$ cat src/rtl/quad_gen.sv
// -----------------------------------------------------------------------------
// quad_gen
//   Quadrature encoder signal generator. Steps a two-phase A/B Gray-code pair
//   one edge at a time toward a commanded signed target position, with one
//   edge every P clock cycles. P is step_period clamped to MIN_STEP_PERIOD.
//
//   Forward sequence (decoder counts up): AB = 00 -> 10 -> 11 -> 01 -> 00.
//   The emitted phases always encode position mod 4:
//     0 -> 00, 1 -> 10, 2 -> 11, 3 -> 01.
//
// Ports
//   clk          system clock, rising edge
//   reset        asynchronous, active-high; clears all state
//   target       signed target position, latched on load
//   step_period  clk cycles between edges, latched on load (clamped)
//   load         one-cycle strobe: latch target/period, start or retarget
//   abort        one-cycle strobe: stop immediately, outputs hold
//   quadA/quadB  registered quadrature phases
//   position     signed count of emitted edges
//   busy         high while a move is in progress
//   done         one-cycle pulse when position reaches target
//   dbg_state    current FSM state (0 = IDLE, 1 = RUN)
//
// Handshake: load and abort are fire-and-forget strobes sampled on every
// rising edge; there is no ready. abort wins over a simultaneous load.
// -----------------------------------------------------------------------------
module quad_gen #(
   parameter int unsigned CLK_FREQ_HZ     = 32_000_000,
   parameter int unsigned MIN_STEP_PERIOD = 16
) (
   input  logic               clk,
   input  logic               reset,
   input  logic signed [31:0] target,
   input  logic        [15:0] step_period,
   input  logic               load,
   input  logic               abort,
   output logic               quadA,
   output logic               quadB,
   output logic signed [31:0] position,
   output logic               busy,
   output logic               done,
   output logic               dbg_state
);

   if (CLK_FREQ_HZ == 0 || MIN_STEP_PERIOD < 1 || MIN_STEP_PERIOD > 65535) begin : g_param_check
      $error("quad_gen: CLK_FREQ_HZ must be nonzero and MIN_STEP_PERIOD in 1..65535");
   end

   localparam logic [15:0] MIN_P = 16'(MIN_STEP_PERIOD);

   typedef enum logic {
      S_IDLE = 1'b0,
      S_RUN  = 1'b1
   } state_t;

   state_t             state;
   logic        [15:0] cnt;
   logic        [15:0] per;
   logic signed [31:0] tgt;

   logic        [15:0] load_period;
   logic signed [31:0] diff;
   logic               edge_due;
   logic signed [31:0] pos_next;

   assign dbg_state   = state;
   assign load_period = (step_period < MIN_P) ? MIN_P : step_period;

   // Wrapping 32-bit subtraction: the sign bit picks the direction, so a
   // target just past 0x7FFFFFFF is reached by stepping forward through wrap.
   assign diff = tgt - position;

   // ">=" rather than "==" so a retarget to a shorter period whose count is
   // already past the new limit still fires on the next cycle instead of
   // waiting for the 16-bit counter to wrap.
   assign edge_due = (state == S_RUN) && (cnt >= (per - 16'd1));

   // Position as it will be after this cycle's edge (if any); a load in the
   // same cycle is compared against this post-edge value.
   assign pos_next = edge_due ? (diff[31] ? position - 32'sd1 : position + 32'sd1)
                              : position;

   always_ff @(posedge clk or posedge reset) begin
      if (reset) begin
         state    <= S_IDLE;
         cnt      <= 16'd0;
         per      <= MIN_P;
         tgt      <= 32'sd0;
         position <= 32'sd0;
         quadA    <= 1'b0;
         quadB    <= 1'b0;
         busy     <= 1'b0;
         done     <= 1'b0;
      end else begin
         done <= 1'b0;
         if (abort) begin
            state <= S_IDLE;
            busy  <= 1'b0;
            cnt   <= 16'd0;
         end else begin
            if (edge_due) begin
               position <= pos_next;
               // Gray mapping of position mod 4: only one phase flips per step.
               quadA    <= pos_next[1] ^ pos_next[0];
               quadB    <= pos_next[1];
               cnt      <= 16'd0;
            end else if (state == S_RUN) begin
               cnt <= cnt + 16'd1;
            end

            if (load) begin
               tgt <= target;
               per <= load_period;
               if (target == pos_next) begin
                  state <= S_IDLE;
                  busy  <= 1'b0;
                  done  <= 1'b1;
                  cnt   <= 16'd0;
               end else if (state == S_IDLE) begin
                  state <= S_RUN;
                  busy  <= 1'b1;
                  cnt   <= 16'd0;
               end
               // Retarget while running keeps the counter, so edge spacing
               // is measured from the previous edge.
            end else if (edge_due && (pos_next == tgt)) begin
               state <= S_IDLE;
               busy  <= 1'b0;
               done  <= 1'b1;
            end
         end
      end
   end

endmodule

$ cat config.mk
export PLATFORM = sky130hd
export DESIGN_NAME = quad_gen
export DESIGN_NICKNAME = d
export VERILOG_FILES = /design/src/rtl/quad_gen.sv
export SDC_FILE = /design/constraint.sdc
export NUM_CORES = 1
export LEC_CHECK = 0
export CAP_MARGIN = 15
export CORE_MARGIN = 4
export CORE_UTILIZATION = 45
export DETAILED_ROUTE_END_ITERATION = 8
export GPL_TIMING_DRIVEN = 0
export HOLD_SLACK_MARGIN = 0.03
export PLACE_DENSITY = 0.7
export SYNTH_ARGS = -nofsm -noshare
export SYNTH_HDL_FRONTEND = slang
export SYNTH_SLANG_ARGS = --single-unit
$ cat constraint.sdc
create_clock -name clk -period 7.3 [get_ports clk]
set_clock_uncertainty 0.15 [all_clocks]
set_input_delay 1.46 -clock clk [delete_from_list [all_inputs] [get_ports clk]]
set_output_delay 1.46 -clock clk [all_outputs]
set_load 0.02 [all_outputs]
After elaboration in Yosys (flattened, before gate mapping)
Cells that the tools add are included.
W data, S select, Z words.
{"block": "totals", "register_bits": 101, "latch_bits": 0, "ram_bits": 0, "mem_bits_ro": 0, "inputBits": 52, "wordCells": 48, "mem_count": 0}
{"block": "op_classes", "add_sub_neg": 5, "multipliers": 0, "n_div": 0, "n_lt_le_gt_ge": 2, "n_eq_ne": 3, "shifts": 0, "muxes": 21, "n_bitwise": 2, "n_reduce_logical": 6}
{"op": "$mux W16", "n": 7}
{"op": "$eq A32 B32 Y1", "n": 2}
{"op": "$mux W32", "n": 2}
{"op": "$add A32 B2 Y32 const B", "n": 1}
{"op": "$sub A32 B2 Y32 const B", "n": 1}
{"op": "$sub A32 B32 Y32", "n": 1}
{"op": "$add A16 B1 Y16 const B", "n": 1}
{"op": "$ge A16 B16 Y1", "n": 1}
{"op": "$lt A16 B5 Y1 const B", "n": 1}
{"op": "$sub A16 B1 Y16 const B", "n": 1}
{"op": "$mux W1", "n": 12}
{"op": "$reduce_and A2 Y1", "n": 3}
{"op": "$ne A4 B3 Y1 const B", "n": 1}
{"op": "$reduce_bool A3 Y1", "n": 1}
{"op": "$logic_and A1 B1 Y1", "n": 2}
{"op": "$not A1 Y1", "n": 1}
{"op": "$xor A1 B1 Y1", "n": 1}

Longest topological paths before layout
{"block": "depth", "word_depth": 9, "depth_mapped": 23, "mapped_depth_nobuf": 20}

Worst setup path before layout
OpenSTA, ideal clock, no wires.
{"block": "synth_path", "path_kind": "flip-flop to flip-flop", "start": "register position[1]", "end": "register cnt[10]", "setup_time_ns": 0.118, "t_arrival_ns": 6.797, "required_time_ns": 7.032, "slack_ns": 0.236, "stages_incl_launch_ff": 23, "path_buffers": 2, "synth_period_minus_slack_ns": 7.064, "cell_sequence": "dfrtp_1 inv_1 ha_1 nand2_1 o21ai_0 a41oi_1 o21ai_0 a31oi_1 xnor2_1 ha_1 buf_6 a21oi_4 o22ai_2 or2_4 a211o_1 or2_4 a2111oi_2 o2111ai_1 or3_1 or4b_4 a2111oi_4 buf_6 nor2_2"}
{"block": "synth_between", "elab_chain_len": 7}
{"item": "start: declaration", "line_no": "39", "source": "output logic signed [31:0] position,"}
{"item": "start signal: assignment", "line_no": "102", "source": "position <= pos_next;"}
{"item": "$sub A32 B32 Y32, or another cell as far along", "line_no": "71", "source": "assign diff = tgt - position;"}
{"item": "$mux W32", "line_no": "80", "source": "assign pos_next = edge_due ? (diff[31] ? position - 32'sd1 : position + 32'sd1)"}
{"item": "$mux W32 *", "line_no": "80"}
{"item": "$eq A32 B32 Y1 *", "line_no": "114", "source": "if (target == pos_next) begin"}
{"item": "$mux W16 *", "line_no": "114"}
{"item": "$mux W16 *", "line_no": "111", "source": "if (load) begin"}
{"item": "$mux W16 *", "line_no": "96", "source": "if (abort) begin"}
{"item": "end signal: assignment", "line_no": "108", "source": "cnt <= cnt + 16'd1;"}
{"item": "end: declaration", "line_no": "57", "source": "logic [15:0] cnt;"}
Every way passes the cells marked *; elsewhere a longest branch is shown, timed or not.
A chain may end at the register's enable or synchronous reset.

Final worst setup path
{"block": "layout_path", "start": "register position[4]", "end": "register cnt[11]"}
The elaborated chain is that of the path after synthesis.

==> out/qor.csv <==
metric;value;unit
outcome;complete, no violations;
antenna_found_initial;0;
grt.busiest_layer;met2;
met3_usage;0.0577;
hold_end;quadA;
synth_seq_area_share;0.263;
globalRouteMet2Util;0.427;
cp.required;7400;ps
critPathMaxFanout;17;
route.detailed.drc;0;
drive_gt1_frac;0.0660;
regToRegStartpoint;position[4];
clkTransAtPathRegs;70;ps
clk_latency;370;ps
final-seq-area;2500;um2
synth_top_family_by_area;simple AND/OR/NAND/NOR gates;
synthXorXnorAreaFrac;0.111;
p_leak;0.00479;uW
numPortBuffers;87;
clock_sinks;100;
cts_made_buffers;9;
fmax;141;MHz
startpoint;position[4];
min_path_type;reg -> reg;
syn_avg_cell_area;7.95;um2
holdWs;344;ps
diodes;0;
ys_warn_count;0;
final_nets;1430;
net-switching-power;925;uW
grt_max_degree;61;
start_util;0.464;
regToRegSetupSlack;180;ps
ff2ff_path_depth;25;
grt_pass1_vias;8999;
num_rows;52;
die_w;153;um
synth-simple-area-share;0.238;
grt_pass1_wl;52200;um
irDropWorstVdd;0.000122;V
postRouteAntennaNets;0;
p_comb_frac;0.482;
min_period;7120;ps
cts_tree;done;
synth-edff-count;0;
dieArea;23500;um2
yosys-mux-area-fraction;0.0116;
p_clk_frac;0.219;
dp_hpwl;26600;um
synth-compound-area-share;0.223;
synth_area;9500;um2
vias_per_cell;6.08;
routabilityCongestion;0.998;
wirelength;33800;um
syn-num-nets;1326;
multiInputGateArea;6570;um2
synth_seq_cells;100;
tightest_slew;1050;ps
use_met1;0.398;
grt_overflow;0;
vias;9574;
fp.dieH;153;um
wire_per_inst;21.4;um
worstHoldStart;quadA;
arrival;7220;ps
p_per_area;194;nW/um2
h-tree-depth;3;
drt_iter0_drc;908;
cts.path.max_buffers;2;
synthCells;1195;
critPathLaunchType;register;
synthAdderAreaFrac;0.105;
fin_crit_sh;0.975;
fill_cells;1934;
final_cell_mix;nand2_1, dfrtp_1, clkdlybuf4s50_1, ha_1, o21ai_0;
finalHoldViolations;0;
ctsHoldBuffers;0;
p_int;1230;uW
crit_type;reg -> reg;
synth_cell_type_count;83;
rr_endpoint;cnt[11];
slew_headroom;0.282;
power;2150;uW
cap_violations;0;
synthFlopType;dfrtp_1;
area_growth;16.9;%
swShare;0.429;
coreArea;20500;um2
maxSlewViolCount;0;
grtUsageTotal;0.281;
dr.pass1.iters;6;
async_flop_share;1.00;
whs_path_depth;2;
final_common_cell;nand2_1;
seqPwrFrac;0.299;
ios;89;
setup_violations;0;
endpoint_kind;register;
root_buffer;clkbuf_16;
state kept, by name (all words and copies together) (netlist names):
signal / cells
position: 32
tgt: 32
cnt: 16
per: 16
busy: 1
dbg_state: 1
done: 1
quadA: 1
layout make-up:
| type | count | share of cell area |
|---|---|---|
| sequential | 100 | 0.225 |
| inverter | 52 | 0.0178 |
| multi-input combinational | 984 | 0.591 |
| buffer | 56 | 0.0234 |
| clock inverter | 4 | 0.00304 |
| timing repair buffer | 96 | 0.0876 |
| clock buffer | 12 | 0.0213 |
| tap | 270 | 0.0304 |
worst max-delay path: stages (launching register included):
cell	delay, ps
dfrtp_1	470
inv_1	90
ha_1	340
a21o_1	190
a211o_1	290
a41oi_1	220
o21ai_0	230
a31oi_2	370
xnor2_2	140
buf_8	180
buf_8	170
ha_1	300
buf_6	140
nand4_1	190
a211oi_2	400
o211a_1	270
a2111oi_0	130
or2_4	300
a2111oi_2	390
o2111ai_1	220
or3_1	480
or4b_4	610
a2111oi_4	290
buf_4	200
buf_6	160
nor2_2	60
cell families after synthesis:
kind of cell	after synthesis
AND/OR/NAND/NOR	477
AO/OA/AOI/OAI	306
XOR/XNOR	112
buffers and inverters	111
flip-flops	100
adder cells (fa/ha/maj)	79
multiplexers	10
power groups by stage:
stage          clock network [uW]  registers, uW  logic [uW]
2_1_floorplan                   0            640         704
3_3_place_gp                    0            651         972
3_5_place_dp                    0            652        1000
4_1_cts                       480            641        1010
5_1_grt                       501            647        1140
6_report                      472            643        1040
worst max path at each step:
stage / end / cells after the start
final: cnt[11] / 25
after global routing: cnt[14] / 25
after CTS: cnt[13] / 25
after detailed placement: cnt[14] / 25
after global placement: cnt[13] / 22
after floorplan: cnt[10] / 22
metrics by stage:
step	util	setup slack, ps	setup TNS (ps)	instances	cell area [um2]
after CTS	0.540	30.2	0	1572	11100
after global placement	0.523	-2130	-38840	1552	10700
final	0.542	183	0	1574	11100
after floorplan	-	236	0	1195	9500
after detailed placement	0.526	-147	-1420	1556	10800
after global routing	0.542	-5.30	-18.4	1574	11100
metal layers:
layer | up-vias | wire length (um)
met4 | 0 | 1250
met2 | 415 | 14500
li1 | 4533 | -
met1 | 4549 | 15300
met5 | - | 0
met3 | 77 | 2750
cells in the mapped netlist, types with 15 or more instances:
cell / instances / area (um2)
nand3_1: 35 / 175
xnor2_1: 61 / 534
o211ai_1: 15 / 113
nor4_1: 17 / 106
o21ai_0: 76 / 380
nand4_1: 27 / 169
a21oi_1: 63 / 315
clkbuf_1: 40 / 150
nor3_1: 23 / 115
a21o_1: 16 / 120
xor2_1: 46 / 403
nand2_1: 218 / 818
ha_1: 78 / 976
inv_1: 52 / 195
nor2_1: 67 / 251
dfrtp_1: 99 / 2480
timing repair:
| action | in CTS | in global routing |
|---|---|---|
| pin swaps | 0 | 3 |
| setup buffers | 0 | 5 |
| setup endpoints to repair | 17 | 17 |
| resized for setup | 3 | 7 |
No activity file was read; power rests on OpenSTA's default activity.
